[config.mk]
export PLATFORM = sky130hd
export DESIGN_NAME = led_servo_driver
export DESIGN_NICKNAME = d
export VERILOG_FILES = /design/src/rtl/led_servo_driver.sv
export SDC_FILE = /design/constraint.sdc
export NUM_CORES = 1
export LEC_CHECK = 0
export BUFFER_PORTS_ARGS = -buffer_cell sky130_fd_sc_hd__buf_2
export CAP_MARGIN = 20
export CORE_MARGIN = 10
export CORE_UTILIZATION = 59
export CTS_CLUSTER_DIAMETER = 30
export DETAILED_ROUTE_END_ITERATION = 10
export GPL_TIMING_DRIVEN = 1
export PLACE_DENSITY_LB_ADDON = 0.3
export REMOVE_ABC_BUFFERS = 1
export SLEW_MARGIN = 5
export SYNTH_ARGS = -nofsm -noshare
export SYNTH_HDL_FRONTEND = slang
export SYNTH_SLANG_ARGS = --single-unit
[constraint.sdc]
create_clock -name clk -period 5.7 [get_ports clk]
set_input_delay 0.855 -clock clk [delete_from_list [all_inputs] [get_ports clk]]
set_output_delay 0.855 -clock clk [all_outputs]
set_load 0.005 [all_outputs]
[src/rtl/led_servo_driver.sv]
// LED mode driver (off/on/blink/PWM) plus 50 Hz hobby-servo pulse generator.
// Define LED_GAMMA_EN to apply a square-law gamma to the PWM duty.
module led_servo_driver #(
  parameter int CLK_HZ = 25_000_000,
  parameter int N_LED  = 2
) (
  input  logic                 clk,
  input  logic                 rst_n,
  input  logic [2*N_LED-1:0]   led_mode,
  input  logic [8*N_LED-1:0]   led_duty,
  input  logic [15:0]          blink_half_ms,
  input  logic [7:0]           servo_pos,
  input  logic                 servo_en,
  output logic [N_LED-1:0]     led,
  output logic                 servo_pin,
  output logic                 frame_start
);

  localparam int PRESC = CLK_HZ / 1_000_000;
  localparam int PW    = (PRESC > 1) ? $clog2(PRESC) : 1;

  generate
    if (PRESC < 2 || (CLK_HZ % 1_000_000) != 0) begin : g_bad_clk
      $error("CLK_HZ must be an integer multiple of 1 MHz and at least 2 MHz");
    end
    if (N_LED < 1 || N_LED > 16) begin : g_bad_nled
      $error("N_LED must be in 1..16");
    end
  endgenerate

  logic [PW-1:0]    r_presc;
  logic [9:0]       r_us_cnt;
  logic [14:0]      r_frame_us;
  logic [15:0]      r_ms_cnt;
  logic             r_blink_ph;
  logic [7:0]       r_pos_l;
  logic             r_en_l;
  logic [7:0]       r_pwm_cnt;

  logic             w_us_tick;
  logic             w_ms_tick;
  logic             w_frame_wrap;
  logic             w_frame_start;
  logic [7:0]       w_pos_clamped;
  logic [7:0]       w_pos_next;
  logic             w_en_next;
  logic [10:0]      w_pulse_us;
  logic             w_servo_next;
  logic [15:0]      w_half_eff;
  logic             w_blink_hit;
  logic             w_blink_ph_next;
  logic [N_LED-1:0] w_led_next;

  assign w_us_tick     = (r_presc == PW'(PRESC - 1));
  assign w_ms_tick     = w_us_tick && (r_us_cnt == 10'd999);
  assign w_frame_wrap  = w_us_tick && (r_frame_us == 15'd19999);
  assign w_frame_start = (r_frame_us == 15'd0) && (r_presc == '0);

  // Position and enable are taken in the frame-start cycle itself so the
  // first high cycle of the pulse already uses the freshly latched values.
  assign w_pos_clamped = (servo_pos > 8'd250) ? 8'd250 : servo_pos;
  assign w_pos_next    = w_frame_start ? w_pos_clamped : r_pos_l;
  assign w_en_next     = w_frame_start ? servo_en : r_en_l;
  assign w_pulse_us    = 11'd1000 + {1'b0, w_pos_next, 2'b00};
  assign w_servo_next  = w_en_next && (r_frame_us < {4'd0, w_pulse_us});

  assign w_half_eff      = (blink_half_ms == 16'd0) ? 16'd1 : blink_half_ms;
  assign w_blink_hit     = w_ms_tick && (r_ms_cnt >= (w_half_eff - 16'd1));
  assign w_blink_ph_next = r_blink_ph ^ w_blink_hit;

  genvar gi;
  generate
    for (gi = 0; gi < N_LED; gi++) begin : g_ch
      logic [7:0] r_duty_l;
      logic [7:0] w_duty_cur;
      logic [7:0] w_duty_eff;
      logic [1:0] w_mode;

      assign w_mode     = led_mode[2*gi +: 2];
      // At the wrap the incoming duty is used directly, so every 256-cycle
      // period compares against one duty value from its very first cycle.
      assign w_duty_cur = (r_pwm_cnt == 8'd0) ? led_duty[8*gi +: 8] : r_duty_l;

`ifdef LED_GAMMA_EN
      assign w_duty_eff = 8'(({8'd0, w_duty_cur} * {8'd0, w_duty_cur}) >> 8);
`else
      assign w_duty_eff = w_duty_cur;
`endif

      assign w_led_next[gi] = (w_mode == 2'b00) ? 1'b0 :
                              (w_mode == 2'b01) ? 1'b1 :
                              (w_mode == 2'b10) ? w_blink_ph_next :
                                                  (r_pwm_cnt < w_duty_eff);

      always_ff @(posedge clk) begin
        if (!rst_n) begin
          r_duty_l <= 8'd0;
        end else if (r_pwm_cnt == 8'd0) begin
          r_duty_l <= led_duty[8*gi +: 8];
        end
      end
    end
  endgenerate

  always_ff @(posedge clk) begin
    if (!rst_n) begin
      r_presc     <= '0;
      r_us_cnt    <= 10'd0;
      r_frame_us  <= 15'd0;
      r_ms_cnt    <= 16'd0;
      r_blink_ph  <= 1'b0;
      r_pos_l     <= 8'd0;
      r_en_l      <= 1'b0;
      r_pwm_cnt   <= 8'd0;
      led         <= '0;
      servo_pin   <= 1'b0;
      frame_start <= 1'b0;
    end else begin
      r_presc <= w_us_tick ? '0 : r_presc + PW'(1);
      if (w_us_tick) begin
        r_us_cnt   <= (r_us_cnt == 10'd999) ? 10'd0 : r_us_cnt + 10'd1;
        r_frame_us <= w_frame_wrap ? 15'd0 : r_frame_us + 15'd1;
      end
      if (w_ms_tick) begin
        r_ms_cnt <= w_blink_hit ? 16'd0 : r_ms_cnt + 16'd1;
      end
      r_blink_ph  <= w_blink_ph_next;
      r_pos_l     <= w_pos_next;
      r_en_l      <= w_en_next;
      r_pwm_cnt   <= r_pwm_cnt + 8'd1;
      led         <= w_led_next;
      servo_pin   <= w_servo_next;
      frame_start <= w_frame_start;
    end
  end

endmodule

# == Yosys cells after proc, flatten, opt, wreduce, memory -nomap -nowiden ==
# Index checks and enable logic that the tools add are counted.
# word_totals
ff_bits,84
in_bits,47
out_inout_bits,4
# op_classes
addsub,7
order_cmp,5
eq_ne,7
n_mux,13
n_bitwise,2
reduce_logical,14
# op_table
cell,count
two-way mux 16 bit,2
two-way mux 8 bit,4
"adder 16 x 1 -> 16 bit, second input constant",1
greater-or-equal comparator 16 bit,1
zero test 16 bit,1
less-than comparator 8 bit,2
"subtractor 16 x 1 -> 16 bit, second input constant",1
"adder 15 x 1 -> 15 bit, second input constant",1
"equality test 15 bit, second input constant",1
zero test 15 bit,1
less-than comparator 15 x 11 -> 1 bit,1
two-way mux 15 bit,1
"adder 10 x 10 -> 11 bit, first input constant",1
"adder 10 x 1 -> 10 bit, second input constant",1
"equality test 10 bit, second input constant",1
two-way mux 10 bit,1
"adder 8 x 1 -> 8 bit, second input constant",1
"> comparator 8 bit, second input constant",1
zero test 8 bit,1
OR reduction 2 bit,3
"adder 5 x 1 -> 5 bit, second input constant",1
"equality test 5 bit, second input constant",1
logical AND 1 bit,5
zero test 5 bit,1
6 further kinds,13

# == Logic depth before layout (Yosys ltp) ==
# depth
word_depth,8
mapped_depth,19

# == Worst setup path before layout ==
# OpenSTA, ideal clock, no wires.
# synth_timing
kind,in2reg
from,input blink_half_ms[11]
to,register led[1]
setup_time_ns,0.122
arrival_ns,4.303
required_ns,5.578
setup_slack_ns,1.275
cell_stages,15
path_buffers,0
cell_sequence,or4_1 > nor4b_1 > a21oi_1 > ha_1 > nand2_1 > nor3_1 > nand2_1 > xor2_1 > ha_1 > and2_1 > a221o_1 > a221oi_1 > mux2i_1 > a41oi_2 > a311o_1
# synth_between
elab_chain_cells,8
# synth_rtl
element,line,rtl
from (decl),11,"input logic [15:0] blink_half_ms,"
zero test 16 bit,67,assign w_half_eff = (blink_half_ms == 16'd0) ? 16'd1 : blink_half_ms;
two-way mux 16 bit *,67,
subtractor 16 x 1 -> 16 bit *,68,assign w_blink_hit = w_ms_tick && (r_ms_cnt >= (w_half_eff - 16'd1));
greater-or-equal comparator 16 bit *,68,
logical AND 1 bit *,68,
XOR 1 bit *,69,assign w_blink_ph_next = r_blink_ph ^ w_blink_hit;
two-way mux 1 bit *,92,(w_mode == 2'b10) ? w_blink_ph_next :
two-way mux 1 bit *,91,(w_mode == 2'b01) ? 1'b1 :
to (signal assigned),131,led <= w_led_next;
to (decl),14,"output logic [N_LED-1:0] led,"
# Every way passes the cells marked *; elsewhere a longest branch is shown, timed or not.
# A chain may end at the register's enable or synchronous reset.

# == Worst setup path after layout ==
# Same ends and word-level chain as after synthesis.

==> run metrics <==
WP data required=5950 ps; post-synthesis simple-gate area fraction=approximately 25%; cell taking the most area after synthesis=dfxtp_1; Leak Pwr=approximately 2.3 nW; CTS sink cnt=84; clk_lat worst skew=360 ps; layout cell share with drive strength beyond 1=approximately an eighth; Num CTS Buffers=9; H-tree depth=3; Final setup violation count=0; IO Port Bufs=50; multiplexer share of the synthesized area=~4.4%; Fill cells=between 600 and 700; Peak VDD IR=around 0.17 mV; Slew @ Worst Pin=907 ps; DR WL met3=between 400 and 500 um; Post-Syn Area=between 0.004 and 0.005 sq mm; Overflow after GRT=0; DR DRC count=0; Synth top area share=between 30% and 40%; commonest non-fill, non-tap cell in the layout=nor2_1; total number of vias=about 4000; Synth Flop Type=dfxtp_1; largest family of logic cells by synthesized area=simple AND/OR/NAND/NOR gates; Compound-Gate Fraction of Synth Area=9.70%; top cells by area, synth=dfxtp_1 35%, ha_1 12%, xor2_1 7.1%, nor2_1 6.6%, mux2i_1 4.4%; die width=about 110 um; Adder-Cell Fraction of Synth Area=12.5%; post-synthesis async set-or-reset flop share=0%; Die Height=~110 um; clk buf depth=2; initial antenna violation count=0; number of synthesized flops with an enable pin=0; Setup crit end kind=flip-flop; crit-path max FO=5; RSZ-0062 raised after global routing=no; Post-Syn Instances=557; core area=about 0.008 sq mm; Yosys cell types=56; final WL=between 10 and 15 mm; Critical Path Start Type=input port; nets=approximately 700; clk_skew=9.99 ps; worst path arrival time=about 5000 ps; DP HPWL=about 7.8 mm; TritonRoute pass-1 iters=4; Die Area=0.0122 sq mm; gr usage total=roughly 17%; Multi-input gate area=approximately 0.0030 sq mm; Setup Fix Bufs, Post-CTS=0; Post-Synth XOR/XNOR Area=around 11%; top sig layer=met4; WS Path Type=input port to flip-flop; TritonCTS clock tree=built; most frequent cells in the layout=85 x nor2_1, 84 x dfxtp_1, 50 x buf_2; Vias/cell=5.68; Tcrit/Tclk final=about four fifths; vias in the first global route=3902; Final Slew Violations=0; pwr dens=between 200 and 250 mW/mm^2; clk slew on worst S/H paths=roughly 90 ps; met2 wire len=around 4.8 mm; worst slack, placed=703 ps; Register Area=roughly 0.0017 sq mm; Initial Util=approximately 61%; Post-CTS Resized=0; FP Rows=32; Seq cells post-synth=84; sequential share of the synthesized area=35.0%; Layout area overhead=11.5%; hold_buf cts=0; Antenna Nets Post-Route=0; status=finished clean; TNS Setup=0 ps; Final min period=roughly 4600 ps; Hold Crit Class=flip-flop to flip-flop; count of final hold-check violations=0; Fmax=0.217 GHz; Slew Limit Headroom=39.4%; largest net degree at the start of global routing=38; Ports=between 50 and 60; Final GP Congestion=0.898; CTS root buf=clkbuf_8; Synth Area per Inst=between 8 and 9 sq um; first-pass GRT wire length=17.0 mm; DRT met1 WL=~4.7 mm; routed len/inst=14.2 um; Final WS setup=approximately 1100 ps; max-cap violations=0; DRT iter0 DRCs=roughly 170; R2R setup slack=2000 ps; YS warnings=0; ant diodes=0
-- critical path, stage by stage --
cell,delay [ps]
buf_2,130
or4_1,540
nor4b_1,510
a21oi_1,180
ha_1,260
nand2_1,100
nor3_1,60
nand2_1,70
xor2_1,150
ha_1,250
and2_1,160
a221o_1,300
a221oi_1,510
mux2i_1,270
a41oi_2,140
a311o_1,380
-- cell families (layout without fill, tap and decap cells) --
family | after synthesis | after routing
and+or+nand+nor | 239 | 239
DFF | 84 | 84
AOI/OAI and AO/OA | 76 | 76
xor gates and xnor gates | 59 | 59
adders and majority gates | 48 | 48
buffers and inverters | 30 | 85
muxes | 21 | 21
-- worst paths after layout --
check | cells after the start | end | startpoint
worst max-delay path | 16 | led[1] | blink_half_ms[11]
worst min-delay path | 1 | r_presc[0] | r_presc[0]
worst min register to register | 1 | r_presc[0] | r_presc[0]
worst max register to register | 15 | servo_pin | r_frame_us[9]
-- Yosys cell counts, types with 3 or more instances --
cell and count:
nand4_1 18, and2_1 7, nor4_1 6, or3_1 10, a21oi_1 30, and3_1 11, or4_1 4, xnor2_1 20
inv_1 16, a211oi_1 3, ha_1 48, nand3_1 21, nor2_1 85, buf_1 3, nor3b_1 4, nand2_1 44
clkbuf_1 8, o21ai_0 23, nor3_1 5, xor2_1 39, and4_1 4, mux2i_1 21, dfxtp_1 84, nor2b_1 5
-- report_power, final --
group	total (mW)	internal [mW]	switching [mW]
combinational	0.208	0.0926	0.116
clock	0.472	0.261	0.211
sequential	0.624	0.611	0.0131
-- final cells by class --
| cell class | count | share of cell area (%) |
|---|---|---|
| Inverter | 17 | 1.19 |
| Tap cell | 102 | 2.38 |
| Multi-Input combinational cell | 443 | 56.1 |
| Sequential cell | 84 | 31.4 |
| Clock inverter | 3 | 1.28 |
| Timing Repair Buffer | 52 | 4.95 |
| Clock buffer | 13 | 2.78 |
-- per-layer routing --
layer  up-vias  track usage [%]
li1       2062                -
met1      1898             20.3
met2        81             29.1
met3        14             3.48
met4         0             6.51
met5         -                0
-- through the flow --
stage | hold WS, ps | std cells | power [mW] | utilization (%) | instance area [sq um]
floorplan | 430 | 544 | 0.778 | - | 4750
global placement | 444 | 698 | 0.834 | 65.6 | 5140
detailed placement | 461 | 698 | 0.846 | 65.6 | 5140
CTS | 479 | 714 | 1.31 | 68.3 | 5360
global route | 514 | 714 | 1.37 | 68.3 | 5360
finish | 470 | 714 | 1.30 | 68.3 | 5360
-- sequential cells by signal, indices dropped and copies added, names as in the netlist --
signal and cells:
r_presc 5, led 2, r_ms_cnt 16, r_us_cnt 10, r_en_l 1, g_ch.r_duty_l 16
r_pos_l 8, r_blink_ph 1, servo_pin 1, r_pwm_cnt 8, frame_start 1, r_frame_us 15
Power figures use the tool's default switching activity.
